===== src/rtl/pc_sequencer.sv =====
// Program-counter sequencer: sequential fetch, skip, GOTO, CALL and RET
// with a circular return stack and sticky overflow/underflow flags.
module pc_sequencer #(
    parameter int unsigned PC_W        = 13,
    parameter int unsigned STACK_DEPTH = 8,
    parameter int unsigned RESET_VEC   = 0
) (
    input  logic                               clk,
    input  logic                               reset,
    input  logic                               advance,
    input  logic [2:0]                         op,
    input  logic [PC_W-1:0]                    target,
    input  logic                               flag_clr,
    output logic [PC_W-1:0]                    pc,
    output logic                               flush,
    output logic [$clog2(STACK_DEPTH+1)-1:0]   stack_level,
    output logic                               stack_overflow,
    output logic                               stack_underflow
);

    localparam int unsigned PTR_W = $clog2(STACK_DEPTH);
    localparam int unsigned LVL_W = $clog2(STACK_DEPTH + 1);

    typedef enum logic [2:0] {
        OP_NEXT = 3'd0,
        OP_SKIP = 3'd1,
        OP_GOTO = 3'd2,
        OP_CALL = 3'd3,
        OP_RET  = 3'd4
    } op_e;

    logic [PC_W-1:0]  pc_q, pc_d;
    logic [PTR_W-1:0] ptr_q, ptr_d;
    logic [LVL_W-1:0] lvl_q, lvl_d;
    logic             flush_q, flush_d;
    logic             ovf_q, ovf_d;
    logic             unf_q, unf_d;
    logic             push_en;
    logic [PC_W-1:0]  stack_q [STACK_DEPTH];

    logic [PC_W-1:0]  pc_inc;
    logic [PTR_W-1:0] ptr_dec;

    assign pc_inc  = pc_q + PC_W'(1);
    // Pointer width equals log2(depth), so natural wrap gives the circular index.
    assign ptr_dec = ptr_q - PTR_W'(1);

    // advance is a plain enable: an op is consumed on every rising edge where
    // advance=1; there is no back-pressure and no acknowledge.
    always_comb begin
        pc_d    = pc_q;
        ptr_d   = ptr_q;
        lvl_d   = lvl_q;
        flush_d = 1'b0;
        ovf_d   = ovf_q & ~flag_clr;
        unf_d   = unf_q & ~flag_clr;
        push_en = 1'b0;
        if (advance) begin
            case (op_e'(op))
                OP_SKIP: begin
                    pc_d    = pc_q + PC_W'(2);
                    flush_d = 1'b1;
                end
                OP_GOTO: begin
                    pc_d    = target;
                    flush_d = 1'b1;
                end
                OP_CALL: begin
                    push_en = 1'b1;
                    ptr_d   = ptr_q + PTR_W'(1);
                    pc_d    = target;
                    flush_d = 1'b1;
                    if (lvl_q == LVL_W'(STACK_DEPTH)) begin
                        ovf_d = 1'b1;
                    end else begin
                        lvl_d = lvl_q + LVL_W'(1);
                    end
                end
                OP_RET: begin
                    ptr_d   = ptr_dec;
                    pc_d    = stack_q[ptr_dec];
                    flush_d = 1'b1;
                    if (lvl_q == '0) begin
                        unf_d = 1'b1;
                    end else begin
                        lvl_d = lvl_q - LVL_W'(1);
                    end
                end
                default: begin
                    pc_d = pc_inc;
                end
            endcase
        end
    end

    always_ff @(posedge clk) begin
        if (reset) begin
            pc_q    <= PC_W'(RESET_VEC);
            ptr_q   <= '0;
            lvl_q   <= '0;
            flush_q <= 1'b0;
            ovf_q   <= 1'b0;
            unf_q   <= 1'b0;
        end else begin
            pc_q    <= pc_d;
            ptr_q   <= ptr_d;
            lvl_q   <= lvl_d;
            flush_q <= flush_d;
            ovf_q   <= ovf_d;
            unf_q   <= unf_d;
        end
    end

    always_ff @(posedge clk) begin
        if (reset) begin
            for (int i = 0; i < STACK_DEPTH; i++) begin
                stack_q[i] <= '0;
            end
        end else if (push_en) begin
            stack_q[ptr_q] <= pc_inc;
        end
    end

    assign pc              = pc_q;
    assign flush           = flush_q;
    assign stack_level     = lvl_q;
    assign stack_overflow  = ovf_q;
    assign stack_underflow = unf_q;

endmodule


===== config.mk =====
export PLATFORM = sky130hd
export DESIGN_NAME = pc_sequencer
export DESIGN_NICKNAME = d
export VERILOG_FILES = /design/src/rtl/pc_sequencer.sv
export SDC_FILE = /design/constraint.sdc
export NUM_CORES = 1
export LEC_CHECK = 0
export CELL_PAD_IN_SITES_DETAIL_PLACEMENT = 1
export CELL_PAD_IN_SITES_GLOBAL_PLACEMENT = 2
export CORE_AREA = 2 2 133 135
export CTS_CLUSTER_SIZE = 25
export DETAILED_ROUTE_END_ITERATION = 8
export DIE_AREA = 0 0 135 137
export HOLD_SLACK_MARGIN = 0.03
export PLACE_DENSITY_LB_ADDON = 0.1
export REMOVE_ABC_BUFFERS = 1
export SLEW_MARGIN = 20
export SYNTH_ARGS = -nofsm -noshare
export SYNTH_HDL_FRONTEND = slang
export SYNTH_SLANG_ARGS = --single-unit

===== constraint.sdc =====
create_clock -name clk -period 2.4 [get_ports clk]
set_input_delay 0.6 -clock clk [delete_from_list [all_inputs] [get_ports clk]]
set_output_delay 0.6 -clock clk [all_outputs]
set_load 0.1 [all_outputs]

Word level (Yosys, flattened, before mapping) --
Memory sizes are Yosys's and may differ from the RTL's. Cells that the tools add are included.
Cells by class: reduce and logical (&&, ||, !) cells 8, bitwise logic cells 4, equality and inequality tests 7, muxes and demuxes 22, $add $sub $neg 6
Operator list (number):
- $pmux W13 S3 | 1
- $mux W1 | 15
- $add A13 B1 Y13 const B | 1
- $add A13 B2 Y13 const B | 1
- $mux W13 | 1
- $reduce_or A13 Y1 | 1
- $mux W4 | 2
- $pmux W4 S2 | 1
- $eq A3 B2 Y1 const B | 2
- $pmux W3 S2 | 1
- $add A4 B1 Y4 const B | 1
- $eq A4 B4 Y1 const B | 1
- $logic_not A4 Y1 | 1
- $ne A2 B2 Y1 const B | 2
- $reduce_and A4 Y1 | 1
- $reduce_or A2 Y1 | 2
- $reduce_or A4 Y1 | 1
- $sub A4 B1 Y4 const B | 1
- $add A3 B1 Y3 const B | 1
- $eq A3 B1 Y1 const B | 1
- $eq A3 B3 Y1 const B | 1
- $mux W3 | 1
- $sub A3 B1 Y3 const B | 1
- $and A1 B1 Y1 | 2
- other kinds (3) | 4
Word-level totals: memories 1, input bits 20, output and inout port bits 20, flip-flop bits (word level) 23, bits in writable memories 104
Memories:
- stack_q | words 8, width 13, read ports 1, clocked after Yosys merged registers in 0, write ports 8, line 39 | logic [PC_W-1:0] stack_q [STACK_DEPTH];

Depth between registers and ports, before layout --
Gate-level depths: netlist of run 1.
word-level depth 8, mapped depth 11, mapped depth without buffers 9

Worst setup path before layout of run 1 --
OpenSTA, ideal clock, no wires.
path type reg2reg, from reg pc_q[2], in the netlist pc[2], to reg pc_q[9], in the netlist pc[9], data required time 2.280 ns, stages on the path, launching flop included 7, buffers on the path 0, data arrival time 2.563 ns, path slack -0.283 ns, clock period less this slack 2.683 ns, cells stage by stage dfxtp_1 > ha_1 > nand2_1 > nor3_1 > xnor2_1 > o221ai_1 > o221a_2
Between the ends: cells in the longest elaborated chain, start to end 2, elaborated cells between the ends (all ways) 3, classes of those cells 2 x add/sub; 1 x mux
RTL lines:
- start, declared | line 32 | logic [PC_W-1:0] pc_q, pc_d;
- start signal, assigned | line 98 | pc_q <= PC_W'(RESET_VEC);
- start signal, assigned | line 105 | pc_q <= pc_d;
- $add A13 B1 Y13 or $add A13 B2 Y13 (tied branches) | line 44, 61
- $pmux W13 S3 (*) | line 59 | case (op_e'(op))
Every way passes the cells marked *; elsewhere a longest branch is shown, timed or not. A chain may end at the register's enable or synchronous reset.

==> reports/qor.yml, run 1 <==
status: "completed"
hpwl_um: 12600
ioPinCount: 40
critPathLaunchType: "input pin"
cts-root-buf: "clkbuf_16"
htree_levels: 4
post-cts-setup-buffers: 0
cts.sinks: 127
max-slew-margin-rel: 0.389
worst_slew_pin_slew_ps: 910
slew_violations: 0
drc: 0
grt_pass1_wl_um: 28000
grt_max_degree: 20
avgSynthCellArea_sq_um: 12.2
timing.fmax_mhz: 437
fin_nets: 634
synth_area_leaders: "edfxtp_1 50%, dfxtp_1 7.4%, mux4_2 7.2%"
synth-async-reset-ratio: 0
fp.dieH_um: 137
setup_violations: 0
antenna_left: 0
grt_pass1_vias: 4852
cp_cell_sequence: "clkdlybuf4s50_1 > nor2b_1 > nand2_1 > nor3_2 > nand3_1 > nand2_1 > buf_4"
synth_cell_type_count: 56
dp.cells: 814
hold_slack_ps: 473
drt-total-wl_um: 17600
netlist_area_sq_mm: 0.00622
hp-class: "reg -> reg"
stdcell_area_sq_mm: 0.00798
numCtsBuffers: 17
synth_edf_count: 104
final.setup.tns_ps: 0
hold_buffers: 0
yosysTopAreaCell: "edfxtp_1"
hold_viol_final: 0
yosysWarnings: 0
totalPowerFinal_mw: 6.22
critPathCaptureType: "flip-flop"
irDropWorstVdd_mv: 0.489
track_usage: 0.207
syn_inst: 511
antenna_found_initial: 0
r2r_setup_slack_ps: 130
crit_top_cell: "nand2_1"
cts_resized: 0
n_antenna_cell: 0
first_pass_iters: 4
ys_ff_latch: 127
yosys-top-cells-count: "120 x nor2_1, 104 x edfxtp_1, 39 x nand2_1, 24 x a21oi_1, 23 x dfxtp_1"
yosys_most_used_dff: "edfxtp_1"
place_congestion: 0.818
arrival_ps: 2410
path_buf_inv: 2
crit_fanout: 8
die_area_sq_mm: 0.0185
start_util: 0.365
vias: 4445
final_cells: 846
yosysMostFrequentCell: "nor2_1"
die_w_um: 135
wl_per_cell_um: 20.8
coreArea_sq_mm: 0.0171
clk_path_buf_depth: 2
overflow: 0
num_rows: 48
period_needed_ps: 2290
nFillCells: 1792
clock_latency_ps: 420
drtIter0Drc: 234
yosysSeqAreaShare: 0.576
cellLeakagePower_nw: 2.94
path_delay_family: "simple AND/OR/NAND/NOR gates"
cts_tree: "yes"
critical_path_class: "in -> reg"
skew_ps: 11.6
clk_pin_slew_ps: 60
powerDensity_mw_per_mm2: 779
cap_violations: 0
cpMaxStageDelayCell: "clkdlybuf4s50_1"
area_growth_syn_to_layout_pct: 28.3
synth_top_area_share: 0.502
required_ps: 2520
port_buffers: 39
drive_gt1_frac: 0.256
place_area_sq_mm: 0.00733
crit_path_max_incr_delay_ps: 570
finalCritPeriodShare: 0.953
routed_via_density: 5.25
grt_setup_unrepaired: "false"
[stage by stage]
step	util	setup slack (ps)
floorplan	-	-1230
global placement	0.430	-152
detailed placement	0.430	-175
CTS	0.468	13.5
global route	0.468	10.7
finish	0.468	112
[cells by family (layout without fill, tap and decap cells)]
family,after synthesis,after routing,synth area share
buffers and inverters,40,150,0.0322
and+or+nand+nor,207,207,0.148
muxes,40,40,0.121
DFF,127,127,0.576
adders and majority gates,6,6,0.0121
xor gates and xnor gates,28,28,0.0407
AOI/OAI and AO/OA,63,63,0.0692
[tightest hold or removal path, cell delays in order, from the launching register on]
cell and delay (ps):
dfxtp_1 310, nand2b_1 70, a21oi_1 50
[worst paths after layout]
| kind | start | end | cells after the start |
|---|---|---|---|
| hold reg to reg | stack_overflow | stack_overflow | 2 |
| hold / removal | stack_overflow | stack_overflow | 2 |
| setup / recovery | op[1] | stack_q[7][8] | 7 |
| setup reg to reg | ptr_q[0] | pc[3] | 7 |
[placed cells by master, fill, tap and decap left out, types with 5 or more instances in the layout]
| cell type | count |
|---|---|
| nand4_1 | 7 |
| nor2b_1 | 5 |
| nand2_1 | 39 |
| mux2i_1 | 10 |
| xor2_1 | 14 |
| xnor2_1 | 13 |
| nand3_1 | 10 |
| inv_1 | 7 |
| edfxtp_1 | 104 |
| buf_4 | 81 |
| mux4_2 | 20 |
| dfxtp_1 | 22 |
| bufinv_16 | 5 |
| o21ai_0 | 8 |
| buf_12 | 10 |
| mux4_1 | 6 |
| ha_1 | 5 |
| a21oi_1 | 24 |
| nor2_1 | 120 |
| o221ai_1 | 7 |
| clkbuf_16 | 17 |
| clkdlybuf4s50_1 | 19 |
[registers in the layout, summed over array words and instances, names as in the netlist]
signal	count
flush	1
pc	13
ptr_q	3
stack_level	4
stack_overflow	1
stack_q	104
stack_underflow	1
[layout make-up]
class / count / area, sq um / share of cell area
multi-input combinational: 344 / 2440 / 0.305
inverter: 8 / 30.0 / 0.00376
sequential: 127 / 3580 / 0.449
clock buffer: 19 / 433 / 0.0543
tap: 225 / 282 / 0.0353
clock inverter: 13 / 213 / 0.0267
timing repair buffer: 110 / 998 / 0.125
[where the power goes]
group | total [mW] | switching (mW) | internal (mW)
Sequential | 2.51 | 0.0525 | 2.46
Combinational | 0.860 | 0.517 | 0.343
Clock | 2.84 | 0.994 | 1.85
[per-layer routing]
layer	wire, um	track usage	vias up
met5	0	0	-
met2	8830	0.355	85
met4	250	0.0764	0
met3	561	0.0389	15
li1	-	-	2075
met1	7950	0.262	2270
Power figures use the tool's default switching activity.
==> run 2, diff against run 1 <==
CTS_BUF_LIST = sky130_fd_sc_hd__clkbuf_16   (was default)
RECOVER_POWER = 50   (was default)
==> reports/qor.yml, run 2 (same netlist as run 1, synthesis figures left out) <==
overflow: 0  # unchanged
arrival_ps: 2410  # about the same
place_congestion: 0.818  # unchanged
grt_setup_unrepaired: "false"
crit_fanout: 8  # unchanged
required_ps: 2520  # about the same
status: "completed"
seqPwrFrac: 0.406  # +0.002
cellLeakagePower_nw: 2.91  # -0.97%
multi_input_area_sq_mm: 0.00243  # -0.41%
n_antenna_cell: 0  # unchanged
r2r_setup_slack_ps: 120  # about the same
grt_pass1_wl_um: 28000  # unchanged
htree_levels: 4  # unchanged
cts.sinks: 127  # unchanged
coreArea_sq_mm: 0.0171  # unchanged
critical_path_class: "in -> reg"
drc: 0  # unchanged
area_growth_syn_to_layout_pct: 26.6
wl_per_cell_um: 20.8  # about the same
nFillCells: 1809  # +0.95%
numCtsBuffers: 17  # unchanged
crit_path_max_incr_delay_ps: 570  # about the same
r2r_cells: 7  # unchanged
holdCritStartpoint: "stack_overflow"
cpMaxStageDelayCell: "clkdlybuf4s50_1"
p_int_mw: 4.62  # -0.60%
clock_latency_ps: 420  # about the same
clk_path_buf_depth: 2  # unchanged
slew_violations: 0  # unchanged
timing.fmax_mhz: 438  # +0.12%
final.setup.tns_ps: 0  # unchanged
switching_share: 0.252  # +0.000590
fp.dieH_um: 137  # unchanged
reg2reg_from: "ptr_q[0]"
ioPinCount: 40  # unchanged
layout_commonest_cell: "nor2_1"
crit_start: "op[1]"
critPathCaptureType: "flip-flop"
skew_ps: 12.5  # +0.946 ps
cts_resized: 0  # unchanged
regArea_sq_mm: 0.00358  # unchanged
die_area_sq_mm: 0.0185  # unchanged
irDropWorstVdd_mv: 0.491  # +0.40%
largest_reg_flops: 104  # unchanged
totalPowerFinal_mw: 6.18  # -0.52%
grt_pass1_vias: 4852  # unchanged
cts-root-buf: "clkbuf_16"
finalCritPeriodShare: 0.952  # -0.00117
drt-total-wl_um: 17600  # about the same
hold_depth: 2  # unchanged
r2r-end: "pc[3]"
p_comb_frac: 0.136  # -0.002
critPathLaunchType: "input pin"
period_needed_ps: 2290  # -2.82 ps
max-slew-margin-rel: 0.406  # +0.0165
start_util: 0.365  # unchanged
first_pass_iters: 6  # +2
antenna_left: 0  # unchanged
hold_end: "stack_overflow"
num_rows: 48  # unchanged
track_usage: 0.207  # unchanged
final_cell_mix: "120 x nor2_1, 104 x edfxtp_1, 49 x buf_4"
hold_buffers: 0  # unchanged
grt_max_degree: 20  # unchanged
port_buffers: 39  # unchanged
die_w_um: 135  # unchanged
setup_violations: 0  # unchanged
hold_viol_final: 0  # unchanged
clk_pin_slew_ps: 60  # about the same
worst_slew_pin_slew_ps: 885  # -24.6 ps
regMostFlops: "stack_q"
crit_top_cell: "nand2_1"
stdcell_area_sq_mm: 0.00787  # -1.3%
drive_gt1_frac: 0.245  # -0.0113
cts_tree: "yes"
hpwl_um: 12600  # unchanged
cp_cell_sequence: "clkdlybuf4s50_1 > nor2b_1 > nand2_1 > nor3_2 > nand3_1 > nand2_1 > buf_4"
power_frac_clock: 0.458  # about the same
routed_via_density: 5.23  # -0.54%
antenna_found_initial: 0  # unchanged
cap_violations: 0  # unchanged
post-cts-setup-buffers: 0  # unchanged
place_area_sq_mm: 0.00733  # unchanged
drtIter0Drc: 263  # +12%
vias: 4421  # -0.54%
powerDensity_mw_per_mm2: 786  # +0.84%
hp-class: "reg -> reg"
p_sw_mw: 1.56  # -0.29%
fin_nets: 634  # unchanged
## run 2: layout make-up
cell class                      instances  share of cell area
Tap cell                              225              0.0358
Sequential cell                       127               0.456
Clock inverter                         15              0.0280
Clock buffer                           17              0.0541
Timing Repair Buffer                  110               0.114
Inverter                                8             0.00382
Multi-Input combinational cell        344               0.308
## run 2: worst max path at each step
| stage | endpoint |
|---|---|
| finish | stack_q[7][8] |
| global route | stack_q[7][8] |
| CTS | pc[3] |
| detailed placement | stack_q[3][0] |
| global placement | stack_q[7][7] |
| floorplan | pc[10] |
## run 2: routing by layer
| layer | wire length, um | GRT usage | up-vias |
|---|---|---|---|
| met5 | 0 | 0 | - |
| met4 | 303 | 0.0764 | 0 |
| met3 | 574 | 0.0389 | 19 |
| met2 | 8790 | 0.355 | 87 |
| met1 | 7930 | 0.262 | 2240 |
| li1 | - | - | 2075 |
## run 2: critical path, delay by kind of cell
| family | cells | cell delay, ps |
|---|---|---|
| simple gates | 5 | 1040 |
| buf+inv | 2 | 760 |
## run 2: metrics by stage
step / util / setup WS [ps] / hold WS [ps] / std cells
6_report: 0.461 / 115 / 473 / 846
5_1_grt: 0.461 / 10.7 / 497 / 846
4_1_cts: 0.468 / 13.5 / 475 / 846
3_5_place_dp: 0.430 / -175 / 467 / 814
3_3_place_gp: 0.430 / -152 / 458 / 814
2_1_floorplan: - / -1230 / 522 / 479
## run 2: power by group through the flow
stage | Sequential, mW | Combinational, mW | Clock, mW
2_1_floorplan | 2.70 | 0.329 | 0
3_3_place_gp | 2.55 | 0.853 | 0
3_5_place_dp | 2.56 | 0.859 | 0
4_1_cts | 2.51 | 0.866 | 2.88
5_1_grt | 2.52 | 0.900 | 2.95
6_report | 2.51 | 0.839 | 2.83
